File: src/rtl/spike_out_scheduler.sv
// Moves per-timestep spike vectors from the neuron core into the spike SRAM,
// yielding to host Wishbone traffic and double-buffering one batch while the host catches up.
module spike_out_scheduler #(
    parameter int TS_W = 16
) (
    input  logic            wb_clk_i,
    input  logic            wb_rst_i,
    input  logic            core_done_i,
    input  logic [255:0]    core_spike_i,
    output logic            core_ready_o,
    input  logic            bus_busy_i,
    output logic [255:0]    ext_spike_data_o,
    output logic            ext_write_en_o,
    input  logic            host_clear_i,
    output logic            irq_o,
    input  logic            overflow_clr_i,
    output logic            overflow_o,
    output logic [TS_W-1:0] timestep_cnt_o,
    output logic [1:0]      state_dbg_o
);

    // Handshake: core_done_i is a one-cycle strobe that is never back-pressured;
    // core_ready_o only advertises whether the next strobe would be kept or dropped.
    typedef enum logic [1:0] {
        IDLE     = 2'd0,
        WAIT_BUS = 2'd1,
        COMMIT   = 2'd2,
        READY    = 2'd3
    } state_t;

    state_t           state;
    state_t           state_nxt;
    logic [255:0]     shadow;
    logic [255:0]     pending;
    logic             pend_v;
    logic             overflow;
    logic [TS_W-1:0]  ts_cnt;

    logic             clear_fire;
    logic             shadow_load;
    logic [255:0]     shadow_d;
    logic             pend_load;
    logic             pend_v_nxt;
    logic             ovf_set;
    logic             cnt_inc;

    assign clear_fire = (state == READY) && host_clear_i;
    assign cnt_inc    = (state == COMMIT) && !bus_busy_i;

    always_comb begin
        state_nxt = state;
        case (state)
            IDLE:     if (core_done_i) state_nxt = WAIT_BUS;
            WAIT_BUS: if (!bus_busy_i) state_nxt = COMMIT;
            COMMIT:   if (!bus_busy_i) state_nxt = READY;
            READY: begin
                if (host_clear_i) begin
                    state_nxt = (pend_v || core_done_i) ? WAIT_BUS : IDLE;
                end
            end
            default:  state_nxt = IDLE;
        endcase
    end

    // A host clear frees the shadow, so a coincident core vector never overflows there.
    always_comb begin
        shadow_load = 1'b0;
        shadow_d    = pending;
        pend_load   = 1'b0;
        pend_v_nxt  = pend_v;
        ovf_set     = 1'b0;
        if (state == IDLE) begin
            if (core_done_i) begin
                shadow_load = 1'b1;
                shadow_d    = core_spike_i;
            end
        end else if (clear_fire) begin
            if (pend_v) begin
                shadow_load = 1'b1;
                shadow_d    = pending;
                if (core_done_i) pend_load = 1'b1;
                else             pend_v_nxt = 1'b0;
            end else if (core_done_i) begin
                shadow_load = 1'b1;
                shadow_d    = core_spike_i;
            end
        end else if (core_done_i) begin
            if (pend_v) begin
                ovf_set = 1'b1;
            end else begin
                pend_load  = 1'b1;
                pend_v_nxt = 1'b1;
            end
        end
    end

    always_ff @(posedge wb_clk_i or posedge wb_rst_i) begin
        if (wb_rst_i) begin
            state    <= IDLE;
            shadow   <= '0;
            pending  <= '0;
            pend_v   <= 1'b0;
            overflow <= 1'b0;
            ts_cnt   <= '0;
        end else begin
            state  <= state_nxt;
            pend_v <= pend_v_nxt;
            if (shadow_load) shadow  <= shadow_d;
            if (pend_load)   pending <= core_spike_i;
            if (cnt_inc)     ts_cnt  <= ts_cnt + 1'b1;
            if (ovf_set)             overflow <= 1'b1;
            else if (overflow_clr_i) overflow <= 1'b0;
        end
    end

    assign core_ready_o     = ~pend_v;
    assign ext_spike_data_o = shadow;
    assign ext_write_en_o   = (state == COMMIT);
    assign irq_o            = (state == READY);
    assign overflow_o       = overflow;
    assign timestep_cnt_o   = ts_cnt;
    assign state_dbg_o      = state;

endmodule

File: config.mk
export PLATFORM = sky130hd
export DESIGN_NAME = spike_out_scheduler
export DESIGN_NICKNAME = d
export VERILOG_FILES = /design/src/rtl/spike_out_scheduler.sv
export SDC_FILE = /design/constraint.sdc
export NUM_CORES = 1
export LEC_CHECK = 0
export BUFFER_PORTS_ARGS = -buffer_cell sky130_fd_sc_hd__buf_2
export CAP_MARGIN = 20
export CORE_AREA = 2 2 212 214
export CTS_CLUSTER_DIAMETER = 50
export DETAILED_ROUTE_END_ITERATION = 6
export DIE_AREA = 0 0 214 216
export HOLD_SLACK_MARGIN = 0.1
export PLACE_DENSITY = 0.76
export SLEW_MARGIN = 20
export SYNTH_ARGS = -nofsm -noshare
export SYNTH_HDL_FRONTEND = slang
export SYNTH_SLANG_ARGS = --single-unit
File: constraint.sdc
create_clock -name wb_clk_i -period 19 [get_ports wb_clk_i]
set_input_delay 2.85 -clock wb_clk_i [delete_from_list [all_inputs] [get_ports wb_clk_i]]
set_output_delay 2.85 -clock wb_clk_i [all_outputs]
set_load 0.01 [all_outputs]
---- Yosys cells after proc, flatten, opt, wreduce, memory -nomap -nowiden ----
Cells that the tools add are included.
word-level totals
  input bits .............................. 262
  register bits after elaboration ......... 532
  word-level logic and storage cells ...... 52
  memories ................................ 0
  bits in latches ......................... 0
  output and inout bits ................... 278
  memory bits (writable) .................. 0
  memory bits (read-only) ................. 0
cells by class
  reductions and logical operators ........ 9
  shift-type cells ........................ 0
  $add $sub $neg .......................... 1
  multiplexer cells ....................... 27
  bitwise gates (word level) .............. 2
  $mul .................................... 0
  div/mod/pow operators ................... 0
  magnitude comparators ................... 0
  equal/unequal tests ..................... 7
operators with widths
  cell                   count
  $mux 256               4
  $mux 1                 18
  $add 16x1->16 const B  1
  $mux 2                 4
  $ne 2x2->1 const B     4
  $pmux 2 s4             1
  $eq 2x2->1 const B     2
  $reduce_and 4->1       1
  $reduce_bool 2->1      2
  $eq 2x1->1 const B     1
  $logic_and 1x1->1      2
  $logic_not 2->1        1
  $not 1->1              2
  $reduce_and 2->1       1
  $logic_not 1->1        1
  $logic_or 1x1->1       1

---- Longest topological paths before layout ----
  word-level depth ........................ 5
  gate-level depth with buffers ........... 8

---- Worst setup path before layout ----
OpenSTA, ideal clock, no wires.
  kind .................................... input to register
  start ................................... input port host_clear_i
  end ..................................... register pending[204]
  buffers on the path ..................... 3
  arrival time ............................ 3905 ps
  stages on the path ...................... 7
  slack ................................... 14970 ps
  required time ........................... 18875 ps
  cell sequence ........................... nand2_2 -> xnor2_1 -> and3_1 -> buf_6 -> buf_6 -> buf_8 -> mux2_4
on the way
  longest elaborated chain between the ends .. 3
RTL lines
  item                  RTL line  text
  start, declared       14        input logic host_clear_i,
  $logic_and 1x1->1     47        assign clear_fire = (state == READY) && host_clear_i;
  $mux 1                77        end else if (clear_fire) begin
  $mux 1                72        if (state == IDLE) begin
  end signal, assigned  109       if (pend_load) pending <= core_spike_i;
  end, declared         34        logic [255:0] pending;
No other way between the ends.
A chain may end at the register's enable or synchronous reset.

---- Worst setup path in the final report ----
  start ................................... input port host_clear_i
  end ..................................... register pending[194]
The elaborated chain is that of the path after synthesis.

==> flow_summary.yaml <==
pwr:
  power.total_mw: 5.118
  leakage_nw: 12.44
  clock_power_share: 0.218
  vdd_drop_max_mv: 0.1062
  power_frac_comb: 0.387
  p_seq_frac: 0.395
  net-switching-power_mw: 1.770
  p_int_mw: 3.348
  power_density_nw_per_um2: 191.4
  switching_share: 0.3458
floorplanning:
  die-area_sq_um: 46220
  ios: 540
  fp.dieH_um: 216
  dieWidth_um: 214
  core-area_sq_um: 43840
  initial_utilization: 0.5045
  num_rows: 77
worst_setup_path:
  worstSetupEndpointType: "flip-flop"
  crit_required_ns: 19.47
  start_kind: "input port"
  critical_path.top_delay_family: "buffers and inverters"
  crit_arrival_ns: 6.47
  cpMaxStageDelayCell: "buf_4"
  crit_chain: "buf_2, nand2_2, xnor2_1, and3_4, buf_4, buf_4, buf_16, mux2_2"
  path_common_cell: "buf_4"
  crit_type: "input port to flip-flop"
  cp.buffers_inverters: 4
  critical_path.max_stage_delay_ns: 0.95
  crit_fanout: 59
timing:
  worst_slew_pin_slew_ns: 1.078
  whs_ns: 0.4689
  layout_setup_ws_ns: 12.99
  relSlewSlack: 0.2812
  fmax_mhz: 166.5
  worst_clock_skew_ns: 0.01233
  rsz0062_at_grt: "no"
  report.final.slew_viol_count: 0
  finalCritPeriodShare: 0.3161
  finalSetupTns_ns: 0
  hold_violations: 0
  period_minus_slack_ns: 6.006
  setup_viol: 0
grt:
  antenna_found_initial: 16
  grt_use_total: 0.2461
  overflow: 0
  grt_pass1_vias: 16420
  grt_max_degree: 188
  grt_pass1_wl_mm: 91.91
place:
  dpl_worst_slack_ns: 12.31
  dp_cells: 2780
  gp_congestion: 0.8895
  dpl_cell_area_sq_um: 24770
  io_buffer_count: 539
  dp_hpwl_mm: 37.56
synthesis:
  yosysSeqAreaShare: 0.6020
  netlist_instances: 1745
  synth_warnings: 0
  ys_ff_latch: 532
  syn_avg_cell_area_sq_um: 12.67
  syn_area_sq_um: 22110
  synth.net_count: 2014
  synth_cell_types: 36
cts:
  cts_resized: 0
  cts_root_buf: "clkbuf_16"
  ctsLongestPathBuffers: 3
  clock_sinks: 532
  htreeDepth: 2
  clk_pin_slew_ns: 0.06
  cts_hold_buffers: 0
  cts_buffers: 56
  postCtsSetupRepairBufs: 0
  tritoncts: "built"
  clkLatencyLatePin_ns: 0.58
layout:
  seqCellArea_sq_um: 13310
  fin_cells: 2893
  nNetsFinal: 2517
  synthToLayoutAreaGrowth_pct: 20.92
  layout_commonest_cell: "buf_2"
  final.fill_count: 3347
  fin_util: 0.6100
  layout-drive-gt1-share: 0.3982
  multiInputGateArea_sq_um: 7836
  final_cell_mix: "539 x buf_2, 532 x dfrtp_1, 516 x nor2_1"
  fin_area_sq_um: 26740
routing:
  firstDrtPassIters: 5
  vias: 15950
  drc: 0
  drtIter0Drc: 1222
  wirelength_mm: 57.99
  final_antenna_net_count: 0
  wl_per_cell_um: 20.05
  vias_per_cell: 5.514
flow_run:
  cap_violations: 0
worst_hold_path:
  hold_path.class: "flip-flop to flip-flop"
outcome:
  status: "finished, final reports clean"
## flip-flops by register name (all words and copies together), names as in the netlist
name,cells
state_dbg_o,2
pending,256
overflow_o,1
timestep_cnt_o,16
pend_v,1
ext_spike_data_o,256
## layout make-up
class                      instances  area share
inverter                           8    0.001404
clock inverter                    16    0.008095
antenna                           13    0.001217
clock buffer                      82     0.06247
tap                              592     0.02770
multi-input combinational       1092      0.2931
sequential                       532      0.4979
timing repair buffer             558      0.1082
## Yosys cell counts, drive strengths merged
library cell | count | area [sq um]
nand3 | 6 | 30.03
inv | 8 | 30.03
o221ai | 1 | 8.760
dfrtp | 532 | 13310
and4 | 2 | 17.52
nand3b | 1 | 7.510
buf | 86 | 865.8
xnor2 | 12 | 105.1
nand4 | 2 | 12.51
o22a | 1 | 8.760
xor2 | 4 | 35.03
and3 | 2 | 12.51
mux2 | 258 | 3806
nand2 | 7 | 28.78
o21ai | 4 | 20.01
nor4 | 2 | 12.51
nand4b | 1 | 8.760
o31ai | 2 | 15.01
nor3 | 2 | 10.01
and3b | 1 | 8.760
nor2b | 2 | 12.51
o22ai | 256 | 1602
a21oi | 1 | 5.000
nor2 | 516 | 1937
and2 | 1 | 6.260
clkbuf | 27 | 101.4
a31oi | 1 | 6.260
ha | 7 | 87.58
## final timing paths
kind	slack [ns]	from	cells after the start	to
worst max-delay path	12.99	host_clear_i	8	pending[194]
worst min-delay path	0.47	timestep_cnt_o[15]	1	timestep_cnt_o[15]
worst max register to register	14.63	state_dbg_o[0]	8	pending[194]
worst min register to register	0.47	timestep_cnt_o[15]	1	timestep_cnt_o[15]
max in group asynchronous	14.12	wb_rst_i	4	pending[16]
min in group asynchronous	2.46	wb_rst_i	2	ext_spike_data_o[148]
## power by group through the flow
stage,logic (mW),clock network (mW),registers [mW]
after floorplan,1.36,0,2.07
after global placement,1.90,0,1.99
after detailed placement,1.97,0,2.01
after CTS,1.98,1.14,2.01
after global routing,2.14,1.18,2.08
final,1.98,1.11,2.02
## per-layer routing
metal  up-vias  wire, um  track usage
met5         -        42            0
li1       7091         -            -
met1      8070     23420       0.3163
met2       651     28190       0.4002
met4         6      1967      0.09767
met3       135      4377      0.06413
## cell families after synthesis
| group | Yosys count | synth area share |
|---|---|---|
| flip-flops | 532 | 0.6020 |
| AND/OR/NAND/NOR | 545 | 0.09517 |
| multiplexers | 258 | 0.1721 |
| AO/OA/AOI/OAI | 266 | 0.07531 |
| adder cells (fa/ha/maj) | 7 | 0.003960 |
| XOR/XNOR | 16 | 0.006337 |
| buffers and inverters | 121 | 0.04509 |
No activity file was read; power rests on OpenSTA's default activity.
